## src/rtl/ps2_pkg.sv

```systemverilog
// Shared types and PS/2 frame constants for the keyboard receiver.
package ps2_pkg;

    typedef enum logic [1:0] {
        ST_IDLE  = 2'd0,
        ST_SHIFT = 2'd1,
        ST_STOP  = 2'd2
    } rx_state_t;

    localparam logic START_BIT = 1'b0;
    localparam logic STOP_BIT  = 1'b1;
    localparam int   DATA_BITS = 8;

    // Odd parity holds when the data bits plus the parity bit contain an odd number of ones.
    function automatic logic odd_parity_ok(input logic [DATA_BITS-1:0] b, input logic p);
        return ^{b, p};
    endfunction

endpackage

```

## src/rtl/kbd_fifo.sv

```systemverilog
// Small synchronous FIFO for scan-code bytes; the head is read-through and reads 0 when empty.
module kbd_fifo
    import ps2_pkg::*;
#(
    parameter int AW = 3,
    parameter int DW = DATA_BITS
) (
    input  logic          clk,
    input  logic          clrn,
    input  logic          i_push,
    input  logic [DW-1:0] i_din,
    input  logic          i_pop,
    output logic [DW-1:0] o_head,
    output logic [AW:0]   o_count,
    output logic          o_full,
    output logic          o_empty
);

    localparam logic [AW:0] DEPTH = (AW+1)'(1 << AW);

    logic [DW-1:0] r_mem [0:(1<<AW)-1];
    logic [AW-1:0] r_wr_ptr;
    logic [AW-1:0] r_rd_ptr;
    logic [AW:0]   r_count;
    logic          w_pop_ok;
    logic          w_push_ok;

    assign o_count = r_count;
    assign o_full  = (r_count == DEPTH);
    assign o_empty = (r_count == '0);

    // A pop on an empty FIFO is ignored; a push into a full FIFO only lands if a pop frees the slot.
    assign w_pop_ok  = i_pop && !o_empty;
    assign w_push_ok = i_push && (!o_full || w_pop_ok);

    assign o_head = o_empty ? '0 : r_mem[r_rd_ptr];

    // Storage write.
    // NOTE: the array has no reset; an empty count already hides stale entries, and a resettable array would cost a flop per bit.
    always_ff @(posedge clk) begin
        if (w_push_ok) begin
            r_mem[r_wr_ptr] <= i_din;
        end
    end

    // Pointer and occupancy bookkeeping; pointers wrap naturally at 2**AW.
    always_ff @(posedge clk or negedge clrn) begin
        if (!clrn) begin
            r_wr_ptr <= '0;
            r_rd_ptr <= '0;
            r_count  <= '0;
        end else begin
            if (w_push_ok) r_wr_ptr <= r_wr_ptr + AW'(1);
            if (w_pop_ok)  r_rd_ptr <= r_rd_ptr + AW'(1);
            case ({w_push_ok, w_pop_ok})
                2'b10:   r_count <= r_count + (AW+1)'(1);
                2'b01:   r_count <= r_count - (AW+1)'(1);
                default: r_count <= r_count;
            endcase
        end
    end

endmodule

```

## src/rtl/ps2_kbd_rx.sv

```systemverilog
// PS/2 keyboard receiver: synchronises the PS/2 lines, deserialises and validates 11-bit
// frames, and queues good bytes for the bus read path.
module ps2_kbd_rx
    import ps2_pkg::*;
#(
    parameter int FIFO_AW     = 3,
    parameter int TIMEOUT_CYC = 200000
) (
    input  logic       clk,
    input  logic       clrn,
    input  logic       ps2_clk,
    input  logic       ps2_data,
    input  logic       rdn,
    output logic [7:0] data,
    output logic       ready,
    output logic       overflow,
    output logic       frame_err
);

    localparam int             TW      = $clog2(TIMEOUT_CYC + 1);
    localparam logic [TW-1:0]  TO_LAST = TW'(TIMEOUT_CYC - 1);

    logic [2:0]             r_clk_sync;
    logic [2:0]             r_dat_sync;
    rx_state_t              r_state;
    rx_state_t              w_next_state;
    logic [DATA_BITS:0]     r_shift;
    logic [3:0]             r_bit_cnt;
    logic [TW-1:0]          r_to_cnt;
    logic                   r_push;
    logic [DATA_BITS-1:0]   r_push_byte;
    logic                   r_frame_err;
    logic                   r_rdn_q;
    logic                   r_overflow;

    logic                   w_fall;
    logic                   w_bit;
    logic                   w_timeout;
    logic                   w_good;
    logic                   w_err;
    logic                   w_pop;
    logic [DATA_BITS-1:0]   w_head;
    logic [FIFO_AW:0]       w_count;
    logic                   w_full;
    logic                   w_empty;

    assign w_fall = !r_clk_sync[1] && r_clk_sync[2];
    assign w_bit  = r_dat_sync[1];
    assign w_pop  = !rdn && r_rdn_q;

    assign data      = w_head;
    assign ready     = (w_count != '0);
    assign overflow  = r_overflow;
    assign frame_err = r_frame_err;

    // Three-flop synchronisers for the asynchronous PS/2 lines; idle level is high.
    always_ff @(posedge clk or negedge clrn) begin
        if (!clrn) begin
            r_clk_sync <= 3'b111;
            r_dat_sync <= 3'b111;
        end else begin
            r_clk_sync <= {r_clk_sync[1:0], ps2_clk};
            r_dat_sync <= {r_dat_sync[1:0], ps2_data};
        end
    end

    // Receiver state register.
    always_ff @(posedge clk or negedge clrn) begin
        if (!clrn) r_state <= ST_IDLE;
        else       r_state <= w_next_state;
    end

    // Next-state and frame verdict.
    // NOTE: every output gets a default first so no path leaves a value held, which would infer a latch.
    always_comb begin
        w_next_state = r_state;
        w_good       = 1'b0;
        w_err        = 1'b0;
        w_timeout    = (r_state != ST_IDLE) && !w_fall && (r_to_cnt == TO_LAST);
        case (r_state)
            ST_IDLE: begin
                if (w_fall) begin
                    if (w_bit == START_BIT) w_next_state = ST_SHIFT;
                    else                    w_err        = 1'b1;
                end
            end
            ST_SHIFT: begin
                if (w_fall && r_bit_cnt == 4'(DATA_BITS)) w_next_state = ST_STOP;
            end
            ST_STOP: begin
                if (w_fall) begin
                    w_next_state = ST_IDLE;
                    if (w_bit == STOP_BIT && odd_parity_ok(r_shift[DATA_BITS-1:0], r_shift[DATA_BITS]))
                        w_good = 1'b1;
                    else
                        w_err = 1'b1;
                end
            end
            default: w_next_state = ST_IDLE;
        endcase
        if (w_timeout) begin
            w_next_state = ST_IDLE;
            w_err        = 1'b1;
            w_good       = 1'b0;
        end
    end

    // LSB-first deserialiser: after nine shifts the byte sits in [7:0] and parity in [8].
    always_ff @(posedge clk or negedge clrn) begin
        if (!clrn) begin
            r_shift   <= '0;
            r_bit_cnt <= '0;
        end else if (w_fall) begin
            if (r_state == ST_IDLE) begin
                r_bit_cnt <= '0;
            end else if (r_state == ST_SHIFT) begin
                r_shift   <= {w_bit, r_shift[DATA_BITS:1]};
                r_bit_cnt <= r_bit_cnt + 4'd1;
            end
        end
    end

    // Inter-edge timeout counter: held at zero in IDLE, restarted by every falling edge.
    always_ff @(posedge clk or negedge clrn) begin
        if (!clrn)                             r_to_cnt <= '0;
        else if (r_state == ST_IDLE || w_fall) r_to_cnt <= '0;
        else                                   r_to_cnt <= r_to_cnt + TW'(1);
    end

    // Registered push, error pulse, read-strobe edge detect and sticky overflow.
    always_ff @(posedge clk or negedge clrn) begin
        if (!clrn) begin
            r_push      <= 1'b0;
            r_push_byte <= '0;
            r_frame_err <= 1'b0;
            r_rdn_q     <= 1'b1;
            r_overflow  <= 1'b0;
        end else begin
            r_push      <= w_good;
            r_push_byte <= r_shift[DATA_BITS-1:0];
            r_frame_err <= w_err;
            r_rdn_q     <= rdn;
            if (w_pop && !w_empty)              r_overflow <= 1'b0;
            else if (r_push && w_full && !w_pop) r_overflow <= 1'b1;
        end
    end

    kbd_fifo #(
        .AW (FIFO_AW),
        .DW (DATA_BITS)
    ) u_fifo (
        .clk     (clk),
        .clrn    (clrn),
        .i_push  (r_push),
        .i_din   (r_push_byte),
        .i_pop   (w_pop),
        .o_head  (w_head),
        .o_count (w_count),
        .o_full  (w_full),
        .o_empty (w_empty)
    );

endmodule

```

## config.mk

```make
export PLATFORM = sky130hd
export DESIGN_NAME = ps2_kbd_rx
export DESIGN_NICKNAME = d
export VERILOG_FILES = /design/src/rtl/ps2_pkg.sv /design/src/rtl/kbd_fifo.sv /design/src/rtl/ps2_kbd_rx.sv
export SDC_FILE = /design/constraint.sdc
export NUM_CORES = 1
export LEC_CHECK = 0
export BUFFER_PORTS_ARGS = -buffer_cell sky130_fd_sc_hd__buf_2
export CORE_ASPECT_RATIO = 1.2
export CORE_MARGIN = 8
export CORE_UTILIZATION = 61
export CTS_BUF_LIST = sky130_fd_sc_hd__clkbuf_4 sky130_fd_sc_hd__clkbuf_8 sky130_fd_sc_hd__clkbuf_16
export CTS_CLUSTER_SIZE = 20
export DETAILED_ROUTE_END_ITERATION = 8
export PLACE_DENSITY = 0.78
export SLEW_MARGIN = 20
export SYNTH_ARGS = -nofsm -noshare
export SYNTH_HDL_FRONTEND = slang
export SYNTH_SLANG_ARGS = --single-unit
export TNS_END_PERCENT = 5
```

## constraint.sdc

```tcl
create_clock -name clk -period 2.87 [get_ports clk]
set_input_delay 0 -clock clk [delete_from_list [all_inputs] [get_ports clk]]
set_output_delay 0 -clock clk [all_outputs]
set_load 0.005 [all_outputs]
```

==> flow_summary.yaml <==
global_route:
  grt-ovfl-total: 0
  antenna_found_initial: 0
  grt_use_total_pct: 17.1
  grt_max_degree: 53
  grt_pass1_vias: 3042
  grt_pass1_wl_um: 15200
power:
  combPwrFrac_pct: 20.7
  netSwitchingPower_uw: 1700
  p_int_uw: 4030
  power.density_nw_per_um2: 960
  p_leak_uw: 0.00225
  power.total_uw: 5740
  swShare_pct: 29.7
  ir_worst_vdd_uv: 627
  pwr-share-clk_pct: 34.6
  pwr-share-seq_pct: 44.8
timing:
  hold_ws_ns: 0.0566
  max_freq_mhz: 463
  skew_ns: 0.00719
  maxSlewViolCount: 0
  relSlewSlack_pct: 45.7
  period_share_pct: 75.3
  hold_viol: 0
  grt_setup_unrepaired: "false"
  min_period_ns: 2.16
  tns_ns: 0
  report.final.setup_viol: 0
  tightest_slew_ns: 0.815
cts:
  cts-htree-levels: 4
  root_buffer: "clkbuf_8"
  clkTransAtPathRegs_ns: 0.06
  ctsHoldBuffers: 4
  post_cts.repair.setup_buffers: 0
  insertion_delay_ns: 0.50
  cts_tree: "done"
  clock_sinks: 124
  post_cts_resize_count: 0
  clk_path_buf_depth: 2
  cts_buffers: 17
place:
  portBuffers: 15
  place_congestion: 0.880
  placed_cell_area_um2: 5370
  hpwl_um: 5500
worst_setup_path:
  crit_required_ns: 2.87
  startpoint: "u_fifo.r_rd_ptr[1]"
  crit_arrival_ns: 2.16
  crit_path_start_kind: "flip-flop"
  rrSetupSlack_ns: 0.72
  critPathCaptureType: "output port"
  r2r_cells: 4
  regToRegStartpoint: "r_rdn_q"
  worstPathMaxFanout: 18
  crit_type: "reg -> out"
  r2r_end: "u_fifo.r_mem[5][6]"
  endpoint: "data[0]"
finish:
  syn_to_final_growth_pct: 16.4
  final_cell_mix: "64 x edfxtp_1, 54 x dfrtp_1, 33 x nor2_1, 21 x nand2_1, 17 x xnor2_1"
  final_nets: 394
  fin_area_um2: 5980
  final_common_cell: "edfxtp_1"
  drive_gt1_share_pct: 24.5
  diodes: 0
synthesis:
  synth_compound_area_share_pct: 4.36
  ys_warn_count: 0
  synth_top_family_by_area: "multiplexers"
  synth_mux_area_share_pct: 11.2
  postSynth.asyncResetShare_pct: 48.4
  avgSynthCellArea_um2: 14.7
  synthesis.area_um2: 5130
  synthesis.nets: 361
  synthAdderAreaFrac_pct: 1.46
  ys_seq_elements: 124
  synthSimpleGateAreaFrac_pct: 9.99
  ys_types: 48
  synth_edf_count: 64
  synthCells: 350
  synth.yosys.seq_area_share_pct: 66.8
  synth_ff_type: "edfxtp_1"
  synth-xor-area-share_pct: 4.36
floorplan:
  num_rows: 36
  io_pins: 16
  start_util_pct: 63.0
  die_w_um: 99.8
  dieArea_um2: 11600
  fp.dieH_um: 117
  design.core.area_um2: 8150
drt:
  avgRoutedWirePerCell_um: 17.4
  wl_um: 8880
  dr.pass1.iters: 6
  dr_total_vias: 2909
  drc: 0
  drt-vias-per-instance: 5.70
  drt_iter0_markers: 158
  postRouteAntennaNets: 0
job:
  drv_cap: 0
status:
  status: "complete, no violations"
min_path:
  hold_class: "in -> async"
==> flip-flops by register name, summed over array words and instances (netlist names), 3 cells and up <==
register	count
u_fifo.r_mem	64
r_to_cnt	18
r_shift	9
r_push_byte	8
r_bit_cnt	4
u_fifo.o_count	4
r_clk_sync	3
u_fifo.r_rd_ptr	3
u_fifo.r_wr_ptr	3
==> worst min-delay path by stage <==
stage               endpoint  slack, ns  cells after the start
3_5_place_dp   r_dat_sync[0]       0.11                      1
5_1_grt         r_to_cnt[17]       0.12                      2
3_3_place_gp   r_dat_sync[0]       0.11                      1
6_report        r_to_cnt[17]       0.06                      2
4_1_cts        r_dat_sync[0]       0.12                      2
2_1_floorplan      frame_err      -0.30                      0
==> synth_stat cells (4+ instances only) <==
| cell type | count | area share (%) |
|---|---|---|
| dfrtp_1 | 54 | 26 |
| clkbuf_1 | 9 | 0.66 |
| nand3_1 | 8 | 0.78 |
| inv_1 | 10 | 0.73 |
| nand2_1 | 21 | 1.5 |
| ha_1 | 6 | 1.5 |
| o31ai_1 | 4 | 0.58 |
| nor4_1 | 8 | 0.97 |
| edfxtp_1 | 64 | 37 |
| a21oi_1 | 7 | 0.68 |
| dfstp_2 | 6 | 3.1 |
| nor2_1 | 33 | 2.4 |
| nor3_1 | 11 | 1.1 |
| mux4_2 | 16 | 7.0 |
| o21ai_0 | 7 | 0.68 |
| xnor2_1 | 17 | 2.9 |
| nand2b_1 | 4 | 0.49 |
| or4_1 | 5 | 0.73 |
| mux2i_1 | 9 | 1.8 |
| xor2_1 | 6 | 1.0 |
| mux2_2 | 11 | 2.4 |
==> metal layers <==
metal	GRT usage (%)	wire length (µm)
met1	20.8	3770
met2	29.0	4610
met3	4.23	381
met4	6.37	112
met5	0	0
==> through the flow <==
stage,cells,worst slack [ns],utilization [%]
2_1_floorplan,350,0.625,-
3_3_place_gp,474,0.874,65.9
3_5_place_dp,474,0.756,65.9
4_1_cts,510,0.665,73.3
5_1_grt,510,0.586,73.3
6_report,510,0.708,73.3
==> critical path, cell delays in order (launching register included) <==
cell and delay, ns:
dfrtp_1 0.87, mux4_2 0.42, mux2i_1 0.18, nor2_1 0.06, buf_2 0.13
==> power by group through the flow <==
stage | logic [µW] | clock network (µW) | registers [µW]
after floorplan | 950 | 0 | 2430
after global placement | 1130 | 0 | 2570
after detailed placement | 1180 | 0 | 2600
after CTS | 1200 | 2020 | 2570
after global routing | 1320 | 2100 | 2620
final | 1190 | 1980 | 2570
==> cells by family after synthesis <==
kind of cell,Yosys count
XOR/XNOR,24
adder cells (fa/ha/maj),6
flip-flops,124
AND/OR/NAND/NOR,103
multiplexers,36
AO/OA/AOI/OAI,33
buffers and inverters,24
==> area by class of cell <==
type / instances / area [µm²]
sequential: 124 / 3430
fill: 518 / 2170
multi-input combinational: 202 / 1620
clock buffer: 17 / 414
timing repair buffer: 28 / 185
clock inverter: 15 / 151
tap: 114 / 143
inverter: 10 / 37.5
(Power assumes the default switching activity.)
